`src/rtl/rr_sel_arbiter_if.sv`:
```
// Request/grant bundle between requesters, the round-robin arbiter and the mux consumer.
// The arbiter connects through the slave modport; the requester/consumer side uses master.
interface rr_sel_arbiter_if #(
  parameter int unsigned EXP = 5
);
  localparam int unsigned N = 32'(1) << EXP;

  logic [N-1:0]   req;
  logic           out_ready;
  logic           gnt_valid;
  logic [EXP-1:0] sel;
  logic [N-1:0]   gnt_onehot;

  modport master (
    output req, out_ready,
    input  gnt_valid, sel, gnt_onehot
  );

  modport slave (
    input  req, out_ready,
    output gnt_valid, sel, gnt_onehot
  );
endinterface

```
`src/rtl/rr_sel_arbiter.sv`:
```
// Round-robin arbiter producing a registered mux-tree select index.
// A grant is held until accepted by a valid/ready handshake; priority rotates past each accepted index.
module rr_sel_arbiter #(
  parameter int unsigned EXP = 5
) (
  input  logic             clk,
  input  logic             reset,
  rr_sel_arbiter_if.slave  bus
);
  localparam int unsigned N = 32'(1) << EXP;

  typedef enum logic {IDLE, GRANT} state_t;

  state_t         state_q, state_d;
  logic [EXP-1:0] ptr_q, ptr_d;
  logic [EXP-1:0] sel_q, sel_d;
  logic           valid_q, valid_d;
  logic [N-1:0]   onehot_q, onehot_d;

  logic [EXP-1:0] scan_start;
  logic           hit;
  logic [EXP-1:0] hit_idx;

  // First set request bit at or after start, wrapping modulo N; MSB of the result is the found flag.
  function automatic logic [EXP:0] rr_scan(input logic [N-1:0] r, input logic [EXP-1:0] start);
    logic           found;
    logic [EXP-1:0] idx;
    logic [EXP-1:0] cand;
    found = 1'b0;
    idx   = start;
    for (int unsigned i = 0; i < N; i++) begin
      cand = start + EXP'(i);
      if (!found && r[cand]) begin
        found = 1'b1;
        idx   = cand;
      end
    end
    return {found, idx};
  endfunction

  always_ff @(posedge clk) begin
    if (reset) begin
      state_q  <= IDLE;
      ptr_q    <= '0;
      sel_q    <= '0;
      valid_q  <= 1'b0;
      onehot_q <= '0;
    end else begin
      state_q  <= state_d;
      ptr_q    <= ptr_d;
      sel_q    <= sel_d;
      valid_q  <= valid_d;
      onehot_q <= onehot_d;
    end
  end

  always_comb begin
    state_d  = state_q;
    ptr_d    = ptr_q;
    sel_d    = sel_q;
    valid_d  = valid_q;
    onehot_d = onehot_q;

    // In GRANT the only search that matters is the post-handshake one, which starts just past sel.
    scan_start       = (state_q == GRANT) ? (sel_q + EXP'(1)) : ptr_q;
    {hit, hit_idx}   = rr_scan(bus.req, scan_start);

    case (state_q)
      IDLE: begin
        if (hit) begin
          sel_d    = hit_idx;
          valid_d  = 1'b1;
          onehot_d = N'(1) << hit_idx;
          state_d  = GRANT;
        end
      end
      GRANT: begin
        if (bus.out_ready) begin
          ptr_d = sel_q + EXP'(1);
          if (hit) begin
            sel_d    = hit_idx;
            onehot_d = N'(1) << hit_idx;
          end else begin
            valid_d  = 1'b0;
            onehot_d = '0;
            state_d  = IDLE;
          end
        end
      end
      default: state_d = IDLE;
    endcase
  end

  assign bus.gnt_valid  = valid_q;
  assign bus.sel        = sel_q;
  assign bus.gnt_onehot = onehot_q;

  a_onehot_matches_sel: assert property (@(posedge clk) disable iff (reset)
    onehot_q == (valid_q ? (N'(1) << sel_q) : N'(0)));

  a_sel_stable_on_stall: assert property (@(posedge clk) disable iff (reset)
    (valid_q && !bus.out_ready) |=> $stable(sel_q));
endmodule

```
`src/flat_wrapper.sv`:
```
// flat-port wrapper written by rule: the top's interface ports become plain ports
module rr_sel_arbiter_flat 
#(
  parameter int unsigned EXP = 5
)
  (clk, reset, bus_req, bus_out_ready, bus_gnt_valid, bus_sel, bus_gnt_onehot);
  rr_sel_arbiter_if #(.EXP(EXP)) bus_i ();
  input  logic clk;
  input  logic reset;
  input wire logic [$bits(bus_i.req)-1:0] bus_req;
  input wire logic [$bits(bus_i.out_ready)-1:0] bus_out_ready;
  output wire logic [$bits(bus_i.gnt_valid)-1:0] bus_gnt_valid;
  output wire logic [$bits(bus_i.sel)-1:0] bus_sel;
  output wire logic [$bits(bus_i.gnt_onehot)-1:0] bus_gnt_onehot;
  assign bus_i.req = bus_req;
  assign bus_i.out_ready = bus_out_ready;
  assign bus_gnt_valid = bus_i.gnt_valid;
  assign bus_sel = bus_i.sel;
  assign bus_gnt_onehot = bus_i.gnt_onehot;
  rr_sel_arbiter #(.EXP(EXP)) u_core (.clk(clk), .reset(reset), .bus(bus_i));
endmodule
```
`config.mk`:
```
export PLATFORM = sky130hd
export DESIGN_NAME = rr_sel_arbiter_flat
export DESIGN_NICKNAME = d
export VERILOG_FILES = /design/src/rtl/rr_sel_arbiter_if.sv /design/src/rtl/rr_sel_arbiter.sv /design/src/flat_wrapper.sv
export SDC_FILE = /design/constraint.sdc
export NUM_CORES = 1
export LEC_CHECK = 0
export ABC_AREA = 1
export BUFFER_PORTS_ARGS = -buffer_cell sky130_fd_sc_hd__buf_2
export CORE_ASPECT_RATIO = 1.1
export CORE_UTILIZATION = 35
export CTS_CLUSTER_SIZE = 8
export DETAILED_ROUTE_END_ITERATION = 6
export GPL_ROUTABILITY_DRIVEN = 0
export HOLD_SLACK_MARGIN = 0.02
export SETUP_SLACK_MARGIN = 0.5
export SLEW_MARGIN = 10
export SYNTH_ARGS = -nofsm -noshare
export SYNTH_HDL_FRONTEND = slang
export SYNTH_SLANG_ARGS = --single-unit
```
`constraint.sdc`:
```
create_clock -name clk -period 7.76 [get_ports clk]
set_clock_uncertainty 0.1 [all_clocks]
set_input_delay 1.552 -clock clk [delete_from_list [all_inputs] [get_ports clk]]
set_output_delay 1.552 -clock clk [all_outputs]
set_load 0.01 [all_outputs]
```
# Word-level counts from Yosys, hierarchy flattened
# Cells that the tools add are included.
# classes
n_addsub,32
multipliers,0
n_div,0
order_cmp,32
n_eq_ne,3
n_shift,1
n_mux,142
bitwise_logic,1
n_reduce_logical,65
# ops
operator,n
$lt 5x6->1 const B,32
$mux 5,34
$bmux 1 s5,32
$mux 32,3
$add 5x5->5 const B,16
$mux 1,69
$pmux 32 s2,1
$add 5x4->5 const B,8
$shl 1x5->32 const A,1
$logic_and 1x1->1,31
$logic_not 1->1,31
$add 5x3->5 const B,4
$add 5x1->5 const B,2
$add 5x2->5 const B,2
$pmux 5 s2,1
$ne 2x2->1 const B,2
$pmux 1 s2,2
$reduce_and 2->1,2
$reduce_and 3->1,1
$ne 2x1->1 const B,1
$not 1->1,1
# word_totals
register_bits,44
latchBits,0
mem_bits_rw,0
rom_bits,0
inputBits,35
output_inout_bits,38
word_cells,281
n_memories,0

# Depth between registers and ports, before layout
# Gate-level depths: netlist of run 1.
# depth
ltp_word,102
depth_mapped,63
ltp_nobuf,60

# Least setup slack after synthesis of run 1
# Ideal clock, no wire load.
# synth_path
kind,register to register
startpoint,register u_core.sel_q[0] (netlist: u_core.bus.sel[0])
endpoint,register u_core.onehot_q[8] (netlist: u_core.bus.gnt_onehot[8])
setup_time_ps,70
arrival_time_ps,6280
t_required_ps,7590
setup_slack_ps,1310
stages_incl_launch_ff,51
path_buffers,4
synth_period_minus_slack_ps,6450
cell_sequence,dfxtp_1 -> ha_1 -> nand2_2 -> inv_2 -> nor2_4 -> buf_1 -> clkbuf_1 -> ha_1 -> buf_2 -> inv_1 -> clkbuf_1 -> nand3_1 -> nand2_1 -> nand2_1 -> nand3_1 -> nand3_1 -> nand2_1 -> nand3_1 -> [15 not listed] -> nand2_2 -> nor2_2 -> nand2_2 -> nor2_4 -> nand4_4 -> nor2_4 -> nand2_4 -> nor2_8 -> nand3_2 -> clkinv_2 -> nor2_2 -> nand2_4 -> nand2_2 -> nor2_2 -> nand3_1 -> a21oi_1 -> nand4_1 -> a21oi_1
# synth_between
elab_chain_cells,102
elab_cells_between_ends,229
classes_between,add/sub: 32; eq/ne: 1; shift: 1; mux: 132; reduce/logical: 63
# synth_rtl
item,line,rtl
from (decl),rr_sel_arbiter.sv:16,"logic [EXP-1:0] sel_q, sel_d;"
from (signal assigned),rr_sel_arbiter.sv:51,sel_q <= sel_d;
$add 5x1->5 *,rr_sel_arbiter.sv:65,scan_start = (state_q == GRANT) ? (sel_q + EXP'(1)) : ptr_q;
$mux 5 *,rr_sel_arbiter.sv:65,
"parallel branches: the longest is 100 deep, another holds $add 5x1->5",--,
to (signal assigned),rr_sel_arbiter.sv:53,onehot_q <= onehot_d;
to (decl),rr_sel_arbiter.sv:18,"logic [N-1:0] onehot_q, onehot_d;"
# Every way passes the cells marked *. The select of a mux whose other input is x is not followed.
# A chain may end at the register's enable or synchronous reset.

# Worst setup path in the final report of run 1
# layout_path
startpoint,register u_core.sel_q[1] (netlist: u_core.bus.sel[1])
endpoint,register u_core.onehot_q[11] (netlist: u_core.bus.gnt_onehot[11])
# Same word-level chain as after synthesis.

==> impl_metrics.csv, run 1 <==
group,metric,value,unit
power_and_ir_drop,powerDensity,459,nW/um2
final_layout,fin_util,0.398,
timing,worst-slew-pin-transition,1.23,ns
final_layout,multi_input_area,5450,um2
setup_path,cpPeakStageDelay,0.44,ns
final_layout,final_layout_size_suffix_gt1_frac,0.143,
placed_design,hpwl,21000,um
clock_network,numCtsBuffers,5,
routing,route.detailed.drc,0,
routing,vias,9155,
synth,synth_edf_count,0,
global_route,grt_start_max_net_pins,39,
timing,rsz0062_at_grt,"false",
power_and_ir_drop,power_leakage,0.00407,uW
timing,setup_viol_count_final,0,
timing,post-route-period-util,0.868,
final_layout,diodes,0,
routing,via_per_inst,5.51,
global_route,grt-ovfl-total,0,
final_layout,finalNonFillerCells,1661,
clock_network,h-tree-depth,2,
die,dieArea,21200,um2
timing,setup_tns,0,ns
setup_path,end_kind,"flip-flop",
final_layout,area.growth.synth_to_final,10.3,%
setup_path,reg2reg_slack,1.03,ns
clock_network,clkLatencyLatePin,0.29,ns
placed_design,portBuffers,72,
synth,synthAdderAreaFrac,0.0226,
synth,synth_fp_nets,1411,
die,coreArea,20000,um2
synth,synthCells,1363,
setup_path,path_class,"flip-flop to flip-flop",
routing,drt-pass1-iter-count,6,
global_route,grt_util_all_layers,0.252,
power_and_ir_drop,ir_drop,0.000253,V
synth,synth-simple-area-share,0.556,
status,status,"finished clean",
die,start_util,0.360,
global_route,antenna_found_initial,0,
final_layout,nets,1456,
setup_path,arrival,6.84,ns
power_and_ir_drop,pwr-share-clk,0.067,
setup_path,required,7.87,ns
clock_network,root_buffer,"clkbuf_16",
run,cap_viol_max_count,0,
power_and_ir_drop,switchingPower,2360,uW
die,die_h,153,um
synth,synthDistinctLibCells,44,
final_layout,fin_area,7950,um2
timing,fmax,149,MHz
die,ios,73,
setup_path,crit_path_start_kind,"flip-flop",
global_route,grt_pass1_wl,42900,um
synth,ys_seq_area_frac,0.122,
global_route,grt_pass1_vias,8107,
final_layout,n_fill_cell,2301,
synth,avgSynthCellArea,5.29,um2
timing,min_period,6.73,ns
timing,slew-limit-headroom,0.176,
power_and_ir_drop,p_int,1290,uW
worst_hold_path,worstHoldPathType,"flip-flop to flip-flop",
power_and_ir_drop,swShare,0.646,
die,die_x,139,um
synth,syn_area,7210,um2
synth,ys.warnings.count,0,
clock_network,cts_hold_buf,0,
setup_path,path_max_fanout,22,
clock_network,clock-sinks,44,
die,row_count,54,
setup_path,crit_slowest_cell,"dfxtp_1",
synth,ys.flop_type,"dfxtp_1",
clock_network,cts_tree,"built",
synth,async_reset_ff_frac,0,
routing,ant_nets,0,
power_and_ir_drop,combinationalPowerShare,0.847,
timing,hold_viol_final,0,
synth,ys_ff_latch,44,
power_and_ir_drop,p_total,3650,uW
synth,synth_compound_area_frac,0.140,
synth,synth_top_family_by_area,"simple AND/OR/NAND/NOR gates",
synth,synth_xor_area_frac,0.0295,
timing,slew_viol_final,0,
power_and_ir_drop,seqPwrFrac,0.086,
placed_design,placed_area,7720,um2
routing,first_iter_violations,1033,
clock_network,clk_pin_slew,0.06,ns
clock_network,cts.path.max_buffers,2,
final_layout,regArea,883,um2
synth,muxShareOfSynthArea,0.00139,
routing,wl,27300,um
placed_design,placedCellCount,1653,
routing,wl_per_cell,16.4,um
[flip-flops by register name, indices dropped and copies added, names as in the netlist]
signal and cells:
u_core.state_q 1, u_core.ptr_q 5, u_core.bus.sel 5, u_core.bus.gnt_onehot 32
u_core.bus.gnt_valid 1
[final timing paths]
kind / end / cells past startpoint / start
setup reg to reg: u_core.bus.gnt_onehot[11]$_SDFFE_PP0P_ / 46 / u_core.bus.sel[1]$_SDFFE_PP0P_
hold / removal: u_core.bus.gnt_onehot[0]$_SDFFE_PP0P_ / 2 / u_core.bus.gnt_onehot[0]$_SDFFE_PP0P_
hold reg to reg: u_core.bus.gnt_onehot[0]$_SDFFE_PP0P_ / 2 / u_core.bus.gnt_onehot[0]$_SDFFE_PP0P_
setup / recovery: u_core.bus.gnt_onehot[11]$_SDFFE_PP0P_ / 46 / u_core.bus.sel[1]$_SDFFE_PP0P_
[area by class of cell]
type / instances / area share
clock buffer: 5 / 0.0157
clock inverter: 3 / 0.00582
inverter: 168 / 0.0810
multi-input combinational: 1100 / 0.685
sequential: 44 / 0.111
tap: 252 / 0.0397
timing repair buffer: 89 / 0.0614
[worst max-delay path, delay by kind of cell, from the launching register on]
kind	cells	cell delay (ns)
fa+ha+maj	2	0.64
buf+inv	4	0.56
flops	1	0.44
compound gates	3	0.53
simple gates	37	4.36
[what timing repair did]
item                                    4_1_cts  5_1_grt
setup buffers                                 0        0
endpoints found under the hold margin         0        0
endpoints found under the setup margin        0       38
gates resized for setup                       0       17
[kinds of logic (layout without fill, tap and decap cells)]
group / after synthesis / after routing
adders and majority gates: 13 / 13
DFF: 44 / 44
xor gates and xnor gates: 17 / 17
buffers and inverters: 219 / 265
AOI/OAI and AO/OA: 183 / 183
muxes: 1 / 1
and+or+nand+nor: 886 / 886
[power by group through the flow]
| stage | clock network (uW) | registers [uW] | logic, uW |
|---|---|---|---|
| finish | 245 | 314 | 3090 |
| global route | 257 | 320 | 3400 |
| CTS | 250 | 312 | 2980 |
| detailed placement | 0 | 316 | 2970 |
| global placement | 0 | 316 | 2960 |
| floorplan | 0 | 329 | 2150 |
[layer usage]
layer  track usage  up-vias  part of all wire
li1              -     4507                 -
met1         0.333     4145              0.43
met2         0.428      440              0.45
met3        0.0226       63             0.086
met4        0.0884        0             0.034
met5             0        -                 0
[stage by stage]
| step | setup slack, ns | hold WS, ns |
|---|---|---|
| 2_1_floorplan | 1.31 | 0.359 |
| 3_3_place_gp | 0.866 | 0.353 |
| 3_5_place_dp | 0.625 | 0.353 |
| 4_1_cts | 0.610 | 0.363 |
| 5_1_grt | 0.491 | 0.384 |
| 6_report | 1.03 | 0.361 |
[synthesized netlist by cell type (8+ instances only)]
library cell,count,area [um2]
inv_1,149,559
clkbuf_1,13,48.8
nor2_4,10,113
o21ai_0,61,305
a31oi_1,12,75.1
nor2_1,50,188
nand2_2,24,150
inv_2,17,63.8
o21a_1,8,60.1
nor2_2,9,56.3
buf_2,22,110
a21oi_1,74,370
ha_1,13,163
buf_4,9,67.6
nand2_1,489,1840
dfxtp_1,44,881
nand4_1,25,156
o21ai_1,12,60.1
nand3_1,254,1270
[cells in the final DEF, fill, tap and decap left out, types with 16 or more instances in the layout]
cell type  netlist  layout
a21oi_1         74      73
buf_2           22      72
buf_4            9      17
dfxtp_1         44      42
inv_1          149     147
inv_2           17      16
nand2_1        489     485
nand2_2         24      26
nand3_1        254     253
nand4_1         25      25
nor2_1          50      47
o21ai_0         61      61
(Power assumes the default switching activity.)
==> run 2, diff against run 1 <==
==> constraint.sdc (replaced) <==
create_clock -name clk -period 7.7 [get_ports clk]
set_clock_uncertainty 0.1 [all_clocks]
set_input_delay 1.54 -clock clk [delete_from_list [all_inputs] [get_ports clk]]
set_output_delay 1.54 -clock clk [all_outputs]
set_load 0.01 [all_outputs]
==> impl_metrics.csv, run 2 (synthesis gave the netlist of run 1 again) <==
group,metric,value,unit
routing,wl,27300,um
setup_path,cp_top_family,"simple AND/OR/NAND/NOR gates",
status,failed_checks,"DRC",
final_layout,fin_area,8060,um2
clock_network,h-tree-depth,2,
setup_path,worst-path-buf-inv,5,
timing,min_period,6.61,ns
clock_network,clk_pin_slew,0.06,ns
status,status,"finished with violations",
global_route,antenna_found_initial,1,
die,die_x,139,um
routing,ant_nets,0,
placed_design,place_ws,0.576,ns
routing,drt-pass1-iter-count,7,
clock_network,cts.path.max_buffers,2,
setup_path,crit_path_start_kind,"flip-flop",
setup_path,cpPeakStageDelay,0.44,ns
timing,setup_viol_count_final,0,
global_route,grtUsageMet2,0.409,
global_route,grt-ovfl-total,0,
setup_path,crit_slowest_cell,"dfxtp_1",
power_and_ir_drop,ir_drop,0.000268,V
final_layout,fin_util,0.403,
timing,slew-limit-headroom,0.219,
routing,vias,9165,
setup_path,path_common_cell,"nand2_1",
timing,worst-slew-pin-transition,1.17,ns
global_route,grt_util_all_layers,0.257,
global_route,grt_pass1_vias,8201,
clock_network,clkLatencyLatePin,0.29,ns
die,die_h,153,um
placed_design,hpwl,21300,um
final_layout,final_layout_size_suffix_gt1_frac,0.149,
clock_network,numCtsBuffers,5,
routing,via_per_inst,5.47,
setup_path,required,7.82,ns
die,row_count,54,
setup_path,arrival,6.73,ns
worst_hold_path,worstHoldPathType,"flip-flop to flip-flop",
global_route,grt_pass1_wl,43600,um
final_layout,layout_commonest_cell,"nand2_1",
setup_path,path_class,"flip-flop to flip-flop",
global_route,busiest_layer,"met2",
die,ios,73,
power_and_ir_drop,power_leakage,0.00414,uW
power_and_ir_drop,powerDensity,464,nW/um2
routing,wl_per_cell,16.3,um
timing,post-route-period-util,0.858,
die,coreArea,20000,um2
clock_network,root_buffer,"clkbuf_16",
run,cap_viol_max_count,0,
global_route,grt_use_met1,0.350,
setup_path,path_max_fanout,22,
routing,route.detailed.drc,2,
global_route,grt_start_max_net_pins,39,
clock_network,cts_hold_buf,0,
die,dieArea,21200,um2
routing,first_iter_violations,908,
final_layout,largest_register_ffs,32,
clock_network,clock-sinks,44,
global_route,met3_usage,0.0289,
timing,hold_viol_final,0,
placed_design,placed_area,7740,um2
setup_path,end_kind,"flip-flop",
clock_network,cts_tree,"built",
timing,setup_tns,0,ns
final_layout,area.growth.synth_to_final,11.9,%
final_layout,nets,1468,
timing,fin_ws,1.09,ns
timing,slew_viol_final,0,
placed_design,portBuffers,72,
final_layout,layout_common_cells,"nand2_1, nand3_1, inv_1",
die,start_util,0.360,
timing,rsz0062_at_grt,"false",
timing,fmax,151,MHz
run 2: cell count changes in the layout (fill, tap and decap cells not counted), sizes merged:
cell      previous run  this run
clkbuf               5         6
inv                166       165
buf                 89       101
clkinv               1         2
diode                0         1
clkinvlp             3         2
run 2: area by class of cell:
cell class	count	area, um2
clock buffer	6	139
clock inverter	2	38.8
inverter	168	644
antenna	1	2.50
fill	2247	11900
multi-input combinational	1100	5460
sequential	44	887
tap	252	315
timing repair buffer	101	582
run 2: worst min-delay path: stages (launching register included):
cell	delay, ns
dfxtp_1	0.31
nand2_1	0.05
a21oi_1	0.05
run 2: path summary, 6_finish.rpt:
kind / start / to / slack, ns / depth (start not counted)
max: u_core.bus.sel[1]$_SDFFE_PP0P_ / u_core.bus.gnt_onehot[11]$_SDFFE_PP0P_ / 1.09 / 48
min: u_core.bus.gnt_onehot[31]$_SDFFE_PP0P_ / u_core.bus.gnt_onehot[31]$_SDFFE_PP0P_ / 0.36 / 2
max reg2reg: u_core.bus.sel[1]$_SDFFE_PP0P_ / u_core.bus.gnt_onehot[11]$_SDFFE_PP0P_ / 1.09 / 48
min reg2reg: u_core.bus.gnt_onehot[31]$_SDFFE_PP0P_ / u_core.bus.gnt_onehot[31]$_SDFFE_PP0P_ / 0.36 / 2
run 2: per-layer routing:
layer | wire length (um) | part of all wire
met3 | 2490 | 0.091
met5 | 0 | 0
met1 | 11600 | 0.43
met4 | 1120 | 0.041
met2 | 12100 | 0.44
run 2: through the flow:
step           std cells  hold WS, ns  total power (uW)
6_report            1674        0.361              3740
4_1_cts             1663        0.365              3600
3_5_place_dp        1655        0.355              3330
5_1_grt             1673        0.380              4090
3_3_place_gp        1655        0.354              3320
2_1_floorplan       1363        0.359              2500
run 2: repair_timing:
action | CTS | global route
setup endpoints to repair | 0 | 38
resized for setup | 0 | 18
buffers inserted | 0 | 10
run 2: power by group:
part	switching (uW)	total, uW	internal [uW]
logic	2250	3170	924
clock network	92.2	255	163
registers	40.0	317	277
==> run 3, diff against run 2 <==
--- a/config.mk
+++ b/config.mk
@@ -6,7 +6,7 @@
 export NUM_CORES = 1
 export LEC_CHECK = 0
 export ABC_AREA = 1
-export BUFFER_PORTS_ARGS = -buffer_cell sky130_fd_sc_hd__buf_2
+export BUFFER_PORTS_ARGS = -buffer_cell sky130_fd_sc_hd__clkbuf_2
 export CORE_ASPECT_RATIO = 1.1
 export CORE_UTILIZATION = 35
 export CTS_CLUSTER_SIZE = 8
==> impl_metrics.csv, run 3 (synthesis gave the netlist of run 1 again) <==
group,metric,value,unit
final_layout,fin_util,0.404,
placed_design,hpwl,21200,um
final_layout,area.growth.synth_to_final,12.1,%
clock_network,h-tree-depth,2,
die,row_count,54,
setup_path,r2r_start,"u_core.bus.sel[0]$_SDFFE_PP0P_",
setup_path,path_class,"flip-flop to flip-flop",
power_and_ir_drop,powerDensity,466,nW/um2
routing,wl_per_cell,16.5,um
setup_path,end_kind,"flip-flop",
routing,route.detailed.drc,2,
timing,slew-limit-headroom,0.220,
setup_path,path_max_fanout,16,
setup_path,path_common_cell,"nand2_1",
clock_network,cts.path.max_buffers,2,
global_route,grt_pass1_wl,43200,um
setup_path,cpPeakStageDelay,0.42,ns
global_route,antenna_found_initial,0,
placed_design,placed_area,7740,um2
timing,setup_viol_count_final,0,
final_layout,nets,1467,
final_layout,fin_area,8080,um2
clock_network,cts_tree,"built",
clock_network,clock-sinks,44,
timing,rsz0062_at_grt,"false",
routing,drt-pass1-iter-count,7,
timing,setup_tns,0,ns
status,failed_checks,"DRC",
setup_path,reg2reg_slack,1.05,ns
clock_network,clkLatencyLatePin,0.28,ns
timing,slew_viol_final,0,
global_route,grt_util_all_layers,0.257,
routing,ant_nets,0,
routing,via_per_inst,5.45,
power_and_ir_drop,power_leakage,0.00411,uW
timing,worst-slew-pin-transition,1.17,ns
die,ios,73,
die,start_util,0.360,
timing,fmax,150,MHz
setup_path,crit_path_start_kind,"flip-flop",
clock_network,root_buffer,"clkbuf_16",
routing,first_iter_violations,1071,
global_route,grt_start_max_net_pins,39,
setup_path,crit_slowest_cell,"ha_1",
worst_hold_path,holdPathStages,2,
timing,hold_viol_final,0,
clock_network,numCtsBuffers,5,
final_layout,layout_commonest_cell,"nand2_1",
clock_network,cts_hold_buf,0,
timing,post-route-period-util,0.863,
die,die_h,153,um
setup_path,rr_worst_depth,46,
final_layout,layout_common_cells,"nand2_1, nand3_1, inv_1",
setup_path,required,7.81,ns
worst_hold_path,hold_end,"u_core.bus.gnt_onehot[6]$_SDFFE_PP0P_",
final_layout,final_layout_size_suffix_gt1_frac,0.152,
worst_hold_path,min-delay-start,"u_core.bus.gnt_onehot[6]$_SDFFE_PP0P_",
global_route,grt-ovfl-total,0,
routing,vias,9116,
die,dieArea,21200,um2
setup_path,critPathLaunch,"u_core.bus.sel[0]$_SDFFE_PP0P_",
timing,min_period,6.65,ns
die,coreArea,20000,um2
clock_network,clk_pin_slew,0.07,ns
routing,wl,27600,um
run,cap_viol_max_count,0,
final_layout,largest_register_ffs,32,
final_layout,diodes,0,
placed_design,portBuffers,72,
worst_hold_path,worstHoldPathType,"flip-flop to flip-flop",
global_route,grt_pass1_vias,8133,
setup_path,rr_endpoint,"u_core.bus.gnt_onehot[12]$_SDFFE_PP0P_",
setup_path,arrival,6.76,ns
status,status,"finished with violations",
power_and_ir_drop,ir_drop,0.000234,V
die,die_x,139,um
run 3: cell types whose count changed in the layout (fill, tap and decap cells not counted), moves of 2 or more:
| cell | previous run | this run |
|---|---|---|
| buf_2 | 72 | 0 |
| clkbuf_2 | 0 | 72 |
| nand3_1 | 254 | 252 |
| nand3_2 | 4 | 6 |
| nor2_1 | 48 | 45 |
| nor2_2 | 10 | 12 |
run 3: final cells by class:
class / instances / area [um2]
fill: 2252 / 11900
multi-input combinational: 1100 / 5480
sequential: 44 / 887
inverter: 168 / 644
timing repair buffer: 100 / 574
tap: 252 / 315
clock buffer: 6 / 139
clock inverter: 2 / 38.8
run 3: worst max-delay path, delay by kind of cell, from the launching register on:
family | cells | cell delay [ns]
DFF | 1 | 0.37
buffers and inverters | 4 | 0.32
adders and majority gates | 2 | 0.76
and+or+nand+nor | 35 | 4.04
AOI/OAI and AO/OA | 5 | 0.98
run 3: worst max path at each step:
| stage | endpoint | slack, ns | depth (start not counted) |
|---|---|---|---|
| final | u_core.bus.gnt_onehot[12]$_SDFFE_PP0P_ | 1.05 | 46 |
| after global routing | u_core.bus.gnt_onehot[9]$_SDFFE_PP0P_ | 0.49 | 50 |
| after CTS | u_core.bus.gnt_onehot[6]$_SDFFE_PP0P_ | 0.57 | 44 |
| after detailed placement | u_core.bus.gnt_onehot[6]$_SDFFE_PP0P_ | 0.60 | 44 |
| after global placement | u_core.bus.gnt_onehot[11]$_SDFFE_PP0P_ | 0.80 | 48 |
| after floorplan | u_core.bus.gnt_onehot[8]$_SDFFE_PP0P_ | 1.25 | 50 |
run 3: timing repair:
item,4_1_cts,5_1_grt
buffers inserted,0,9
setup endpoints to repair,0,38
gates resized for setup,0,25
run 3: power breakdown:
part           total [uW]  internal, uW  switching (uW)
logic                3200           914            2280
clock network         251           162            88.9
registers             319           278            41.7
total                3770          1350            2410
run 3: layer usage:
| layer | GRT usage | share of wire | vias up |
|---|---|---|---|
| li1 | - | - | 4540 |
| met1 | 0.344 | 0.43 | 4043 |
| met2 | 0.411 | 0.44 | 441 |
| met3 | 0.0434 | 0.091 | 92 |
| met4 | 0.0974 | 0.042 | 0 |
| met5 | 0 | 0 | - |
run 3: stage by stage:
step                      power, uW  worst slack, ns  hold slack (ns)  instances
after floorplan                2500             1.25            0.359       1363
after global placement         3310            0.796            0.356       1655
after detailed placement       3320            0.602            0.359       1655
after CTS                      3580            0.571            0.368       1663
after global routing           4080            0.485            0.392       1672
final                          3770             1.05            0.366       1672
